**src/rtl/seq_mult.sv**
```systemverilog
// Iterative shift-add multiplier, one partial product per clock.
// Signed mode subtracts the partial product of a's sign bit.
module seq_mult #(
    parameter int A_WIDTH = 4,
    parameter int B_WIDTH = 6,
    parameter int P_WIDTH = A_WIDTH + B_WIDTH
) (
    input  logic               clk,
    input  logic               rst_n,
    input  logic               start,
    input  logic               signed_mode,
    input  logic [A_WIDTH-1:0] a,
    input  logic [B_WIDTH-1:0] b,
    output logic               busy,
    output logic               done,
    output logic [P_WIDTH-1:0] p
);

    localparam int CW = $clog2(A_WIDTH);
    localparam int XW = P_WIDTH - B_WIDTH;
    localparam logic [CW-1:0] LAST = CW'(A_WIDTH - 1);

    typedef enum logic {
        IDLE,
        RUN
    } state_t;

    state_t             state;
    logic [CW-1:0]      cnt;
    logic [A_WIDTH-1:0] a_q;
    logic [P_WIDTH-1:0] b_ext;
    logic               sm_q;
    logic [P_WIDTH-1:0] acc;
    logic [P_WIDTH-1:0] pp;
    logic [P_WIDTH-1:0] acc_next;
    logic [P_WIDTH-1:0] b_cap;
    logic               last;

    // Extension is resolved once at capture so the loop only shifts.
    always_comb begin
        b_cap = {{XW{signed_mode & b[B_WIDTH-1]}}, b};
    end

    always_comb begin
        last     = (cnt == LAST);
        pp       = a_q[cnt] ? (b_ext << cnt) : '0;
        acc_next = (sm_q && last) ? (acc - pp) : (acc + pp);
    end

    always_ff @(posedge clk or negedge rst_n) begin
        if (!rst_n) begin
            state <= IDLE;
            busy  <= 1'b0;
            done  <= 1'b0;
            p     <= '0;
            cnt   <= '0;
            acc   <= '0;
            a_q   <= '0;
            b_ext <= '0;
            sm_q  <= 1'b0;
        end else begin
            done <= 1'b0;
            unique case (state)
                IDLE: begin
                    if (start) begin
                        a_q   <= a;
                        b_ext <= b_cap;
                        sm_q  <= signed_mode;
                        acc   <= '0;
                        cnt   <= '0;
                        busy  <= 1'b1;
                        state <= RUN;
                    end
                end
                RUN: begin
                    acc <= acc_next;
                    cnt <= cnt + 1'b1;
                    if (last) begin
                        p     <= acc_next;
                        done  <= 1'b1;
                        busy  <= 1'b0;
                        cnt   <= '0;
                        state <= IDLE;
                    end
                end
                default: state <= IDLE;
            endcase
        end
    end

endmodule

```
**config.mk**
```make
export PLATFORM = sky130hd
export DESIGN_NAME = seq_mult
export DESIGN_NICKNAME = d
export VERILOG_FILES = /design/src/rtl/seq_mult.sv
export SDC_FILE = /design/constraint.sdc
export NUM_CORES = 1
export LEC_CHECK = 0
export ABC_AREA = 0
export ABC_CLOCK_PERIOD_IN_PS = 8510
export BUFFER_PORTS_ARGS = -buffer_cell sky130_fd_sc_hd__clkbuf_2
export CELL_PAD_IN_SITES_DETAIL_PLACEMENT = 0
export CELL_PAD_IN_SITES_GLOBAL_PLACEMENT = 1
export CORE_AREA = 2 2 74 76
export DETAILED_ROUTE_END_ITERATION = 16
export DIE_AREA = 0 0 76 78
export PLACE_DENSITY_LB_ADDON = 0.1
export REMOVE_ABC_BUFFERS = 1
export SYNTH_ARGS = -nofsm -noshare
export SYNTH_HDL_FRONTEND = slang
export SYNTH_SLANG_ARGS = --single-unit
```
**constraint.sdc**
```tcl
create_clock -name clk -period 8.51 [get_ports clk]
set_input_delay 1.702 -clock clk [delete_from_list [all_inputs] [get_ports clk]]
set_output_delay 1.702 -clock clk [all_outputs]
set_load 0.02 [all_outputs]
```
# --- Yosys cells after proc, flatten, opt, wreduce, memory -nomap -nowiden ---
# Cells that the tools add are included.
word_totals:
  register_bits: 37
  latch_bits: 0
  ramBits: 0
  rom_bits: 0
  input_bits: 14
  output_inout_bits: 12
  elab_cells: 40
  n_memories: 0
classes:
  addsub: 3
  mul: 0
  div: 0
  order_cmp: 1
  eq_ne: 3
  n_shift: 1
  muxes: 17
  n_bitwise: 2
  reduce_logical: 4
ops:
  columns: ["cell", "n"]
  rows:
  - ["10-bit two-way mux", 3]
  - ["10-bit case mux with 2 select lines", 1]
  - ["10-bit adder", 1]
  - ["10-bit by 2-bit left shift with 10-bit output", 1]
  - ["10-bit subtractor", 1]
  - ["1-bit two-way mux", 7]
  - ["2-bit AND reduction", 3]
  - ["2-bit two-way mux", 2]
  - ["1-bit case mux with 2 select lines", 2]
  - ["2-bit case mux with 2 select lines", 1]
  - ["2-bit by 3-bit less-than comparator with 1-bit output, second input constant", 1]
  - ["2-bit by 1-bit adder with 2-bit output, second input constant", 1]
  - ["1-bit binary-select mux with 2-bit select", 1]
  - ["2-bit == test, second input constant", 1]
  - ["2-bit by 1-bit inequality test with 1-bit output, second input constant", 1]
  - ["2-bit inequality test, second input constant", 1]
  - ["1-bit AND", 1]
  - ["1-bit logical AND", 1]
  - ["1-bit NOT", 1]

# --- Depth between registers and ports, before layout ---
# Gate-level depths: netlist (run 1).
depth:
  ltp_word: 6
  depth_mapped: 17
  ltp_nobuf: 15

# --- Worst setup path before layout (run 1) ---
# OpenSTA, ideal clock, no wires.
synth_timing:
  kind: "register -> register"
  start: "register cnt[0]"
  end: "register p[9]"
  setup_ns: 0.095
  arrival_ns: 3.242
  t_required_ns: 8.415
  setup_slack_ns: 5.173
  path_stages_with_launch: 18
  n_path_buf: 2
  synth_period_minus_slack_ns: 3.337
  cell_sequence: "dfrtp_1 -> buf_4 -> clkbuf_1 -> nor2b_1 -> nand2_1 -> a21oi_1 -> inv_2 -> ha_1 -> nand2_1 -> o21ai_1 -> inv_2 -> ha_1 -> nor2b_1 -> o31a_1 -> o41a_1 -> a311oi_2 -> nor3_1 -> o31ai_1"
synth_via:
  elab_chain_len: 5
  elab_cells_between_ends: 10
  classes_between: "add/sub (2); eq/ne (1); shift (1); mux (4); reduce/logical (2)"
synth_rtl:
  columns: ["element", "line_no", "rtl"]
  rows:
  - ["from (decl)", "29", "logic [CW-1:0] cnt;"]
  - ["from (signal assigned)", "77", "cnt <= cnt + 1'b1;"]
  - ["1-bit binary-select mux with 2-bit select", "46", "pp = a_q[cnt] ? (b_ext << cnt) : '0;"]
  - ["1-bit two-way mux (not written as such)", "46", null]
  - ["10-bit two-way mux", "46", null]
  - ["10-bit adder / 10-bit subtractor (equally long branches)", "47", "acc_next = (sm_q && last) ? (acc - pp) : (acc + pp);"]
  - ["10-bit two-way mux", "47", null]
  - ["to (signal assigned)", "79", "p <= acc_next;"]
  - ["to (decl)", "16", "output logic [P_WIDTH-1:0] p"]
# Parallel ways exist; a longest one is shown, timed or not. The select of a mux whose other input is x is not followed.
# A chain may end at the register's enable or synchronous reset.

# --- Worst setup path in the final report (run 1) ---
layout_timing:
  start: "register cnt[0]"
  end: "register acc[9]"
layout_via:
  elab_chain_len: 6
  elab_cells_between_ends: 10
  classes_between: "add/sub (2); eq/ne (1); shift (1); mux (5); reduce/logical (1)"
layout_rtl:
  columns: ["element", "line_no", "rtl"]
  rows:
  - ["1-bit binary-select mux with 2-bit select", "46", null]
  - ["1-bit two-way mux (not written as such)", "46", null]
  - ["10-bit two-way mux", "46", null]
  - ["10-bit adder / 10-bit subtractor (equally long branches)", "47", null]
  - ["10-bit two-way mux *", "47", null]
  - ["10-bit case mux with 2 select lines *", "63", "unique case (state)"]
  - ["to (signal assigned)", "76", "acc <= acc_next;"]
  - ["to (decl)", "33", "logic [P_WIDTH-1:0] acc;"]
# Mark *: on every way between the ends. The rest lies on a longest branch, timed or not. The select of a mux whose other input is x is not followed.

==> results of run 1 <==
[logic make-up after synthesis]
| family | share of synthesized area |
|---|---|
| DFF | 0.3854 |
| and+or+nand+nor | 0.1651 |
| xor gates and xnor gates | 0.02916 |
| AOI/OAI and AO/OA | 0.1943 |
| muxes | 0.1250 |
| adders and majority gates | 0.06562 |
| buffers and inverters | 0.03542 |
[layout by cell type (no fill, tap or decap), drive strengths merged, types with 8 or more instances in the layout]
cell type	netlist	layout
nor2b	9	9
mux2	18	18
nand2	30	30
o21ai	14	14
dfrtp	37	37
inv	10	10
nor2	12	12
ha	11	11
clkbuf	7	31
a21oi	8	8
[area by class of cell]
cell class | count | area share
clock inverter | 2 | 0.003761
timing repair buffer | 26 | 0.04984
sequential | 37 | 0.3479
inverter | 11 | 0.01551
multi-input combinational | 189 | 0.5228
tap | 70 | 0.03291
clock buffer | 6 | 0.02727
[worst reg2reg max path: cells and delay by family (launching register included)]
family                   cells  cell delay [ns]
adder cells (fa/ha/maj)      1             0.28
AO/OA/AOI/OAI                7             1.45
flip-flops                   1             0.82
AND/OR/NAND/NOR              2             0.28
multiplexers                 1             0.75
[metrics by stage]
stage | instance area [um^2] | std cells | setup slack [ns]
after floorplan | 2359 | 237 | 5.265
after global routing | 2661 | 341 | 4.551
final | 2661 | 341 | 4.847
after global placement | 2579 | 333 | 4.957
after CTS | 2661 | 341 | 4.847
after detailed placement | 2579 | 333 | 4.879
[worst max-delay path by stage]
stage / cells after the start / slack [ns] / end
6_report: 11 / 4.85 / acc[9]$_DFFE_PN0P_
5_1_grt: 13 / 4.55 / p[9]$_DFFE_PN0P_
3_5_place_dp: 11 / 4.88 / p[9]$_DFFE_PN0P_
2_1_floorplan: 10 / 5.26 / p[9]$_DFFE_PN0P_
4_1_cts: 11 / 4.85 / acc[9]$_DFFE_PN0P_
3_3_place_gp: 10 / 4.96 / acc[9]$_DFFE_PN0P_
[cell usage after synthesis (all sizes together) (2+ instances only)]
| cell type | number | area share |
|---|---|---|
| o31ai | 5 | 0.016 |
| nand2b | 5 | 0.013 |
| dfrtp | 37 | 0.39 |
| mux2i | 3 | 0.013 |
| buf | 3 | 0.0073 |
| nor2 | 12 | 0.019 |
| or2 | 2 | 0.0052 |
| nand3 | 6 | 0.013 |
| ha | 11 | 0.057 |
| o21a | 6 | 0.019 |
| xnor2 | 4 | 0.015 |
| nor4b | 2 | 0.0073 |
| a31oi | 4 | 0.010 |
| xor2 | 4 | 0.015 |
| o21ai | 14 | 0.031 |
| a211oi | 4 | 0.015 |
| and2 | 6 | 0.016 |
| o211ai | 5 | 0.016 |
| nor3 | 4 | 0.0083 |
| o22ai | 2 | 0.0052 |
| a21oi | 8 | 0.017 |
| nand2 | 30 | 0.048 |
| mux2 | 18 | 0.084 |
| clkbuf | 7 | 0.011 |
| a22o | 5 | 0.018 |
| inv | 10 | 0.016 |
| o32a | 2 | 0.0083 |
| mux4 | 3 | 0.028 |
| nor2b | 9 | 0.023 |
[state kept, by name, indices dropped and copies added (netlist names)]
name   flops
a_q        4
acc       10
b_ext      7
busy       1
cnt        2
done       1
p         10
sm_q       1
state      1
[per-layer routing]
layer  wire (um)  track usage  part of all wire  up-vias
met1        2564       0.2602              0.51      877
li1            -            -                 -      948
met5           0            0                 0        -
met4          61      0.06000             0.012        0
met3         202      0.04302             0.040        5
met2        2235       0.2732              0.44       40
==> summary.md, run 1 <==
| Metric | Value |
|---|---|
| Setup crit end kind | `flop` |
| Critical path origin | `cnt[0]$_DFFE_PN0P_` |
| Die area | `5928 um^2` |
| First-pass GRT wire length | `8.528 mm` |
| CTS buffer count | `5` |
| Fmax | `273.0 MHz` |
| Synthesized cell area | `2402 um^2` |
| Vias in the first global route | `1762` |
| Port bufs | `25` |
| Hold Path Sink | `p[6]$_DFFE_PN0P_` |
| Post-synth EDFFs | `0` |
| Area Overhead vs Synth | `10.78%` |
| Final worst-path cycle share | `0.4304` |
| I/O pin cnt | `26` |
| Post-Syn Area per Cell | `9.726 um^2` |
| Area of the multi-input gates | `1391 um^2` |
| Worst-margin pin slew | `0.9325 ns` |
| CP required | `8.71 ns` |
| Worst skew pair latency | `0.29 ns` |
| Slew Limit Fails | `0` |
| Clock tree from TritonCTS | `yes` |
| CTS sink cnt | `37` |
| Hold Path Stages | `2` |
| Die span in y | `78 um` |
| Initial antenna violation count | `0` |
| Worst endpoint data arrival time | `3.86 ns` |
| Hpwl dp | `3.682 mm` |
| Largest net degree at the start of global routing | `38` |
| Buffers and inverters on the worst path | `0` |
| Crit-path leading delay family | `compound AO/OA/AOI/OAI gates` |
| DIE WIDTH | `76 um` |
| RSZ-0062 raised after global routing | `no` |
| Hold Fails Final Rpt | `0` |
| DRC viols | `0` |
| Storage element area | `925.9 um^2` |
| Flop2flop setup slack | `4.85 ns` |
| CP startpoint kind | `flop` |
| Max cap viols | `0` |
| Post-CTS Resized | `0` |
| Worst rel slew slack | `0.3783` |
| Fraction of layout cells with a size suffix above 1 | `0.2214` |
| Final setup viols | `0` |
| Worst Skew | `0.007334 ns` |
| Max FO, Critical Path | `23` |
| Vias/cell | `5.484` |
| Reg-to-reg endpoint | `acc[9]$_DFFE_PN0P_` |
| Nets | `296` |
| Routed WL | `5.063 mm` |
| Fin util | `0.5278` |
| Initial Utilization | `0.4764` |
| Post-CTS Setup Bufs | `0` |
| Antenna-violating nets left | `0` |
| Crit path cell chain | `mux4_2 > nand2_1 > a211oi_1 > a31oi_1 > ha_1 > o21a_1 > o31a_1 > o41a_1 > a311oi_2 > nor3_1 > o31ai_1` |
| Antenna diodes | `0` |
| Core ar. | `5042 um^2` |
| Vias | `1870` |
| H-tree depth | `2` |
| Seq/Total Area, Yosys | `0.3854` |
| GRT Util Overall | `0.1823` |
| Setup TNS | `0 ns` |
| Flops & latches, synth | `37` |
| Clock-pin slew on the worst setup and hold paths | `0.08 ns` |
| Primary FF master, synth | `dfrtp_1` |
| Unique masters post-synth | `52` |
| Hold_sp | `p[6]$_DFFE_PN0P_` |
| Period minus WS final | `3.663 ns` |
| Yosys warnings | `0` |
| Slowest Stage Delay on Critical Path | `0.82 ns` |
| Crit-path slowest cell | `dfrtp_1` |
| Routed WL per cell | `14.85 um` |
| Cell count after synthesis | `247` |
| Starting DRT DRC Count | `82` |
| Async SR Flop Fraction | `1.000` |
| # rows | `26` |
| Final hold slack | `0.4790 ns` |
| Layout fillers | `477` |
| Drt pass-1 iters | `5` |
| Worst R2R Path Depth | `11` |
| Gpl congestion | `0.8004` |
| Hold Path Class | `flop to flop` |
| # hold bufs at CTS | `0` |
| Clk buf depth | `2` |
| GRT overflow | `0` |
| Status | `finished, final reports clean` |
| Setup CP Type | `flop to flop` |
| Root buffer cell | `clkbuf_8` |
| Worst r2r src | `cnt[0]$_DFFE_PN0P_` |
Power of run 1 is left out: the tool's default activity adds up to more than one toggle a clock period on the data nets, which glitch-free logic cannot reach.
==> inputs of run 2 (changes only) <==
--- a/config.mk
+++ b/config.mk
@@ -5,14 +5,14 @@
 export SDC_FILE = /design/constraint.sdc
 export NUM_CORES = 1
 export LEC_CHECK = 0
-export ABC_AREA = 0
-export ABC_CLOCK_PERIOD_IN_PS = 8510
+export ABC_AREA = 1
+export ABC_CLOCK_PERIOD_IN_PS = 3490
 export BUFFER_PORTS_ARGS = -buffer_cell sky130_fd_sc_hd__clkbuf_2
 export CELL_PAD_IN_SITES_DETAIL_PLACEMENT = 0
 export CELL_PAD_IN_SITES_GLOBAL_PLACEMENT = 1
-export CORE_AREA = 2 2 74 76
+export CORE_AREA = 2 2 77 79
 export DETAILED_ROUTE_END_ITERATION = 16
-export DIE_AREA = 0 0 76 78
+export DIE_AREA = 0 0 79 81
 export PLACE_DENSITY_LB_ADDON = 0.1
 export REMOVE_ABC_BUFFERS = 1
 export SYNTH_ARGS = -nofsm -noshare
==> constraint.sdc (replaced) <==
create_clock -name clk -period 3.49 [get_ports clk]
set_input_delay 0.698 -clock clk [delete_from_list [all_inputs] [get_ports clk]]
set_output_delay 0.698 -clock clk [all_outputs]
set_load 0.02 [all_outputs]
==> run 2 against run 1 <==
Die area up 7.9%. Global-route usage down 2.1 points. Setup slack worse by 4.5 ns. Utilization down 8.2 points. Critical path type unchanged.
==> summary.md, run 2 <==
| Metric | Value |
|---|---|
| Cell count after synthesis | `298 (was 247)` |
| Post-CTS Setup Bufs | `0 (unchanged)` |
| Clock-pin slew on the worst setup and hold paths | `0.07 ns (was 0.08 ns)` |
| Unique masters post-synth | `30 (was 52)` |
| Hold Fails Final Rpt | `0 (unchanged)` |
| Async SR Flop Fraction | `1.000 (unchanged)` |
| CP required | `3.63 ns (was 8.71 ns)` |
| GRT Util Overall | `0.1617 (was 0.1823)` |
| Most frequent cells in the layout | `98 x nand2_1, 38 x inv_1, 37 x dfrtp_1, 32 x o21ai_0, 25 x clkbuf_2 (was 37 x dfrtp_1, 29 x nand2_1, 25 x clkbuf_2, 16 x mux2_2, 12 x nor2_1)` |
| Status | `finished, final reports clean (unchanged)` |
| Post-synth EDFFs | `0 (unchanged)` |
| Area Overhead vs Synth | `12.91% (was 10.78%)` |
| Setup CP Type | `flop to flop (unchanged)` |
| Largest net degree at the start of global routing | `38 (unchanged)` |
| Top-area cell type share of the netlist area | `0.4134 (was 0.3854)` |
| Drt pass-1 iters | `4 (was 5)` |
| # hold bufs at CTS | `0 (unchanged)` |
| CP startpoint kind | `flop (unchanged)` |
| Starting DRT DRC Count | `66 (was 82)` |
| Routed WL | `4.624 mm (was 5.063 mm)` |
| Slowest Stage Delay on Critical Path | `0.51 ns (was 0.82 ns)` |
| Final worst-path cycle share | `0.8986 (was 0.4304)` |
| Seq/Total Area, Yosys | `0.4134 (was 0.3854)` |
| Synthesized cell area | `2240 um^2 (was 2402 um^2)` |
| Layout fillers | `609 (was 477)` |
| Antenna-violating nets left | `0 (unchanged)` |
| Most frequent cell after synthesis | `nand2_1 (was dfrtp_1)` |
| Worst skew pair latency | `0.29 ns (about the same)` |
| Registers with the most flip-flops | `acc: 10 flops, p: 10 flops, b_ext: 7 flops (unchanged)` |
| Die area | `6399 um^2 (was 5928 um^2)` |
| # rows | `28 (was 26)` |
| Slew Limit Fails | `0 (unchanged)` |
| Final setup viols | `0 (unchanged)` |
| Area of the multi-input gates | `1129 um^2 (was 1391 um^2)` |
| Post-Syn Area per Cell | `7.516 um^2 (was 9.726 um^2)` |
| Gpl congestion | `0.8130 (was 0.8004)` |
| I/O pin cnt | `26 (unchanged)` |
| Routed WL per cell | `11.53 um (was 14.85 um)` |
| GRT overflow | `0 (unchanged)` |
| Most frequent cells after synthesis | `98 x nand2_1, 38 x inv_1, 37 x dfrtp_1 (was 37 x dfrtp_1, 29 x nand2_1, 16 x mux2_2)` |
| Fmax | `318.9 MHz (was 273.0 MHz)` |
| Max cap viols | `0 (unchanged)` |
| Buffers and inverters on the worst path | `1 (was 0)` |
| Worst endpoint data arrival time | `3.28 ns (was 3.86 ns)` |
| Max FO, Critical Path | `10 (was 23)` |
| Antenna diodes | `0 (unchanged)` |
| Vias | `1847 (was 1870)` |
| Vias in the first global route | `1854 (was 1762)` |
| Flops & latches, synth | `37 (unchanged)` |
| Synth area leaders | `dfrtp_1 41%, nand2_1 16%, o21ai_0 7.2%, inv_1 6.4%, ha_1 6.1% (was dfrtp_1 39%, mux2_2 7.5%, ha_1 5.7%, nand2_1 4.5%, mux4_2 2.8%)` |
| CTS buffer count | `5 (unchanged)` |
| Hold_sp | `p[9]$_DFFE_PN0P_ (was p[6]$_DFFE_PN0P_)` |
| Most frequent CP cell | `o21ai_0` |
| Core ar. | `5675 um^2 (was 5042 um^2)` |
| Die span in y | `81 um (was 78 um)` |
| Critical path origin | `cnt[1]$_DFFE_PN0P_ (was cnt[0]$_DFFE_PN0P_)` |
| Post-CTS Resized | `0 (unchanged)` |
| Yosys top cell by area | `dfrtp_1 (unchanged)` |
| RSZ-0062 raised after global routing | `no (unchanged)` |
| DIE WIDTH | `79 um (was 76 um)` |
| Setup crit end kind | `flop (unchanged)` |
| Crit path cell chain | `inv_2 > nand2_1 > nor2_2 > nand2_1 > ha_1 > nand2_1 > o21ai_0 > fa_1 > o21ai_0 > a21oi_1 > o21ai_0 > xor2_1 > o21ai_0 (was mux4_2 > nand2_1 > a211oi_1 > a31oi_1 > ha_1 > o21a_1 > o31a_1 > o41a_1 > a311oi_2 > nor3_1 > o31ai_1)` |
| H-tree depth | `2 (unchanged)` |
| First-pass GRT wire length | `8.121 mm (was 8.528 mm)` |
| Period minus WS final | `3.136 ns (was 3.663 ns)` |
| Vias/cell | `4.606 (was 5.484)` |
| Crit-path leading delay family | `compound AO/OA/AOI/OAI gates (unchanged)` |
| Worst-margin pin slew | `0.9371 ns (was 0.9325 ns)` |
| Hold Path Class | `flop to flop (unchanged)` |
| Commonest non-fill, non-tap cell in the layout | `nand2_1 (was dfrtp_1)` |
| Setup TNS | `0 ns (unchanged)` |
| Crit-path slowest cell | `dfrtp_1 (unchanged)` |
| Clock tree from TritonCTS | `yes (unchanged)` |
| Port bufs | `25 (unchanged)` |
| Initial Utilization | `0.3946 (was 0.4764)` |
| Nets | `352 (was 296)` |
| DRC viols | `0 (unchanged)` |
| Worst Skew | `0.003755 ns (was 0.007334 ns)` |
| Initial antenna violation count | `0 (unchanged)` |
| Fraction of layout cells with a size suffix above 1 | `0.1258 (was 0.2214)` |
| Worst r2r src | `cnt[1]$_DFFE_PN0P_ (was cnt[0]$_DFFE_PN0P_)` |
| Worst rel slew slack | `0.3753 (was 0.3783)` |
| Root buffer cell | `clkbuf_8 (unchanged)` |
| Yosys warnings | `0 (unchanged)` |
| Clk buf depth | `2 (unchanged)` |
| CTS sink cnt | `37 (unchanged)` |
| Primary FF master, synth | `dfrtp_1 (unchanged)` |
| Hpwl dp | `3.482 mm (was 3.682 mm)` |
| Storage element area | `925.9 um^2 (unchanged)` |
-- run 2: changes by cell type after synthesis, sizes merged, moves of 9 or more --
cell | before | now
mux2 | 18 | 0
nand2 | 30 | 101
o21ai | 14 | 33
nand3 | 6 | 19
nor2b | 9 | 0
inv | 10 | 40
-- run 2: per-layer routing --
layer  vias up  GRT usage  part of all wire
met3         6    0.03667             0.025
met2        21     0.2873              0.47
li1       1009          -                 -
met4         0    0.05172             0.015
met5         -          0                 0
met1       811     0.1949              0.49
-- run 2: logic make-up (layout without fill, tap and decap cells) --
group,count (synthesis),count (layout),share of synthesized area
AND/OR/NAND/NOR,138,138,0.2587
AO/OA/AOI/OAI,50,50,0.1201
buffers and inverters,47,75,0.08268
flip-flops,37,37,0.4134
XOR/XNOR,14,14,0.05475
adder cells (fa/ha/maj),12,12,0.07039
-- run 2: tightest hold or removal path, delay by kind of cell, from the launching register on --
family | cells | cell delay (ns)
flops | 1 | 0.34
simple gates | 2 | 0.10
-- run 2: final cells by class --
cell class                 count  area share
timing repair buffer          27     0.05542
clock buffer                   7     0.03414
tap                           75     0.03711
sequential                    37      0.3662
multi-input combinational    214      0.4463
inverter                      41     0.06086
-- run 2: stage by stage --
| stage | cell area [um^2] | worst slack (ns) | utilization | hold slack (ns) | cells |
|---|---|---|---|---|---|
| 2_1_floorplan | 2208 | 0.6586 | - | 0.4024 | 292 |
| 3_5_place_dp | 2442 | 0.3189 | 0.4303 | 0.4676 | 394 |
| 3_3_place_gp | 2442 | 0.3122 | 0.4303 | 0.4628 | 394 |
| 4_1_cts | 2529 | 0.2976 | 0.4455 | 0.4873 | 401 |
| 6_report | 2529 | 0.3539 | 0.4455 | 0.4795 | 401 |
| 5_1_grt | 2529 | 0.03533 | 0.4455 | 0.5108 | 401 |
-- run 2: worst paths after layout --
check,slack [ns],to,cells after the start
worst max-delay path,0.35,p[6]$_DFFE_PN0P_,13
worst min-delay path,0.48,p[9]$_DFFE_PN0P_,2
worst max register to register,0.35,p[6]$_DFFE_PN0P_,13
worst min register to register,0.48,p[9]$_DFFE_PN0P_,2
max in group asynchronous,2.37,acc[9]$_DFFE_PN0P_,1
min in group asynchronous,0.54,p[2]$_DFFE_PN0P_,1
Power of run 2 is left out for the same reason.
==> inputs of run 3 (changes only) <==
--- a/config.mk
+++ b/config.mk
@@ -6,7 +6,7 @@
 export NUM_CORES = 1
 export LEC_CHECK = 0
 export ABC_AREA = 1
-export ABC_CLOCK_PERIOD_IN_PS = 3490
+export ABC_CLOCK_PERIOD_IN_PS = 3600
 export BUFFER_PORTS_ARGS = -buffer_cell sky130_fd_sc_hd__clkbuf_2
 export CELL_PAD_IN_SITES_DETAIL_PLACEMENT = 0
 export CELL_PAD_IN_SITES_GLOBAL_PLACEMENT = 1
==> constraint.sdc (replaced) <==
create_clock -name clk -period 3.6 [get_ports clk]
set_input_delay 0.72 -clock clk [delete_from_list [all_inputs] [get_ports clk]]
set_output_delay 0.72 -clock clk [all_outputs]
set_load 0.02 [all_outputs]
==> run 3 against run 2 <==
Register-to-register slack better by 0.06 ns. Worst hold slack better by 0.0029 ns. Die area unchanged. Utilization up 0.26 points. First-iteration DRC count down 18%. Largest cell class unchanged. Non-clock buffer count down 2. Clock skew up 0.0083 ns. Global-route usage down 0.23 points. Sequential cell count unchanged. Count of clock-buffer cells in the layout unchanged.
==> summary.md, run 3 (synthesis gave the netlist of run 2 again) <==
| Metric | Value |
|---|---|
| Slew Limit Fails | `0 (unchanged)` |
| Fmax | `314.1 MHz (was 318.9 MHz)` |
| Routed WL | `4.622 mm (was 4.624 mm)` |
| Crit path cell chain | `inv_2 > nand2_1 > inv_1 > nor2_2 > nand2_1 > ha_1 > nand2_1 > o21ai_0 > fa_1 > o21ai_0 > a21oi_1 > o21ai_0 > xor2_1 > o21ai_0 (was inv_2 > nand2_1 > nor2_2 > nand2_1 > ha_1 > nand2_1 > o21ai_0 > fa_1 > o21ai_0 > a21oi_1 > o21ai_0 > xor2_1 > o21ai_0)` |
| Slowest Stage Delay on Critical Path | `0.59 ns (was 0.51 ns)` |
| Worst endpoint data arrival time | `3.33 ns (was 3.28 ns)` |
| Starting DRT DRC Count | `54 (was 66)` |
| DRC viols | `0 (unchanged)` |
| I/O pin cnt | `26 (unchanged)` |
| Area Overhead vs Synth | `13.58% (was 12.91%)` |
| Root buffer cell | `clkbuf_8 (unchanged)` |
| Most frequent cells in the layout | `98 x nand2_1, 38 x inv_1, 37 x dfrtp_1, 32 x o21ai_0, 25 x clkbuf_2 (unchanged)` |
| Setup crit end kind | `flop (unchanged)` |
| Die span in y | `81 um (unchanged)` |
| Buffers and inverters on the worst path | `2 (was 1)` |
| Setup TNS | `0 ns (unchanged)` |
| CP required | `3.74 ns (was 3.63 ns)` |
| Worst skew pair latency | `0.29 ns (about the same)` |
| Worst-margin pin slew | `0.9384 ns (was 0.9371 ns)` |
| Antenna diodes | `0 (unchanged)` |
| Gpl congestion | `0.8226 (was 0.8130)` |
| Vias | `1889 (was 1847)` |
| Status | `finished, final reports clean (unchanged)` |
| Clk buf depth | `2 (unchanged)` |
| GRT Util Overall | `0.1594 (was 0.1617)` |
| Worst Skew | `0.01209 ns (was 0.003755 ns)` |
| Post-CTS Resized | `0 (unchanged)` |
| Antenna-violating nets left | `0 (unchanged)` |
| Max cap viols | `0 (unchanged)` |
| CP startpoint kind | `flop (unchanged)` |
| Worst rel slew slack | `0.3744 (was 0.3753)` |
| Clock tree from TritonCTS | `yes (unchanged)` |
| Routed WL per cell | `11.56 um (was 11.53 um)` |
| Hold Path Class | `flop to flop (unchanged)` |
| Crit-path leading delay family | `compound AO/OA/AOI/OAI gates (unchanged)` |
| Most frequent CP cell | `o21ai_0 (unchanged)` |
| Reg-to-reg endpoint | `p[6]$_DFFE_PN0P_ (unchanged)` |
| DIE WIDTH | `79 um (unchanged)` |
| Post-CTS Setup Bufs | `0 (unchanged)` |
| CTS sink cnt | `37 (unchanged)` |
| Layout fillers | `632 (was 609)` |
| H-tree depth | `2 (unchanged)` |
| Flop2flop setup slack | `0.42 ns (was 0.35 ns)` |
| Hold Path Sink | `p[9]$_DFFE_PN0P_ (unchanged)` |
| Hold_sp | `p[9]$_DFFE_PN0P_ (unchanged)` |
| # hold bufs at CTS | `0 (unchanged)` |
| Registers with the most flip-flops | `acc: 10 flops, p: 10 flops, b_ext: 7 flops (unchanged)` |
| Core ar. | `5675 um^2 (unchanged)` |
| Setup CP Type | `flop to flop (unchanged)` |
| RSZ-0062 raised after global routing | `no (unchanged)` |
| Hold Fails Final Rpt | `0 (unchanged)` |
| CP Depth | `14 (was 13)` |
| Vias/cell | `4.723 (was 4.606)` |
| CTS buffer count | `5 (unchanged)` |
| Vias in the first global route | `1757 (was 1854)` |
| # rows | `28 (unchanged)` |
| Initial Utilization | `0.3946 (unchanged)` |
| Initial antenna violation count | `0 (unchanged)` |
| Fraction of layout cells with a size suffix above 1 | `0.1231 (was 0.1258)` |
| Period minus WS final | `3.183 ns (was 3.136 ns)` |
| Die area | `6399 um^2 (unchanged)` |
| Drt pass-1 iters | `4 (unchanged)` |
| Nets | `350 (was 352)` |
| Crit-path slowest cell | `dfrtp_1 (unchanged)` |
| Storage element area | `925.9 um^2 (unchanged)` |
| Max FO, Critical Path | `13 (was 10)` |
| Clock-pin slew on the worst setup and hold paths | `0.08 ns (was 0.07 ns)` |
| GRT overflow | `0 (unchanged)` |
| Area of the multi-input gates | `1129 um^2 (unchanged)` |
| Final setup viols | `0 (unchanged)` |
| Port bufs | `25 (unchanged)` |
| First-pass GRT wire length | `7.983 mm (was 8.121 mm)` |
| Worst r2r src | `cnt[0]$_DFFE_PN0P_ (was cnt[1]$_DFFE_PN0P_)` |
| Hpwl dp | `3.558 mm (was 3.482 mm)` |
| Hold Path Stages | `2 (unchanged)` |
| Worst R2R Path Depth | `14 (was 13)` |
| Final worst-path cycle share | `0.8842 (was 0.8986)` |
| Commonest non-fill, non-tap cell in the layout | `nand2_1 (unchanged)` |
| Largest net degree at the start of global routing | `38 (unchanged)` |
## run 3: changes by cell type in the layout (fill, tap and decap cells not counted)
cell       change
buf_4          -2
bufinv_16      +1
## run 3: per-stage QoR
step                utilization  hold slack [ns]  area [um^2]  cells  setup slack, ns
floorplan                     -           0.4244         2208    292           0.7686
global placement         0.4277           0.4624         2427    392           0.4812
detailed placement       0.4277           0.4710         2427    392           0.4072
CTS                      0.4482           0.4907         2544    400           0.3603
global route             0.4482           0.5253         2544    400         0.005484
finish                   0.4482           0.4824         2544    400           0.4167
## run 3: worst max path at each step
stage	from	end	slack, ns
2_1_floorplan	cnt[0]$_DFFE_PN0P_	p[6]$_DFFE_PN0P_	0.77
3_3_place_gp	cnt[0]$_DFFE_PN0P_	p[6]$_DFFE_PN0P_	0.48
3_5_place_dp	cnt[0]$_DFFE_PN0P_	p[6]$_DFFE_PN0P_	0.41
4_1_cts	cnt[0]$_DFFE_PN0P_	p[6]$_DFFE_PN0P_	0.36
5_1_grt	cnt[0]$_DFFE_PN0P_	p[7]$_DFFE_PN0P_	0.005
6_report	cnt[0]$_DFFE_PN0P_	p[6]$_DFFE_PN0P_	0.42
## run 3: per-layer routing
metal / track usage / part of all wire
met1: 0.1943 / 0.48
met2: 0.2797 / 0.48
met3: 0.03667 / 0.023
met4: 0.05172 / 0.013
met5: 0 / 0
## run 3: cell type report
class | instances | share of cell area
Clock inverter | 1 | 0.01181
Inverter | 41 | 0.06050
Clock buffer | 7 | 0.03394
Timing Repair Buffer | 25 | 0.04919
Tap cell | 75 | 0.03689
Multi-Input combinational cell | 214 | 0.4437
Sequential cell | 37 | 0.3640
## run 3: worst reg2reg max path, stage by stage (launching register included)
cell and delay (ns):
dfrtp_1 0.59, inv_2 0.14, nand2_1 0.12, inv_1 0.06, nor2_2 0.12, nand2_1 0.08, ha_1 0.29, nand2_1 0.06
o21ai_0 0.14, fa_1 0.47, o21ai_0 0.37, a21oi_1 0.11, o21ai_0 0.21, xor2_1 0.18, o21ai_0 0.09
Power of run 3 is left out for the same reason.
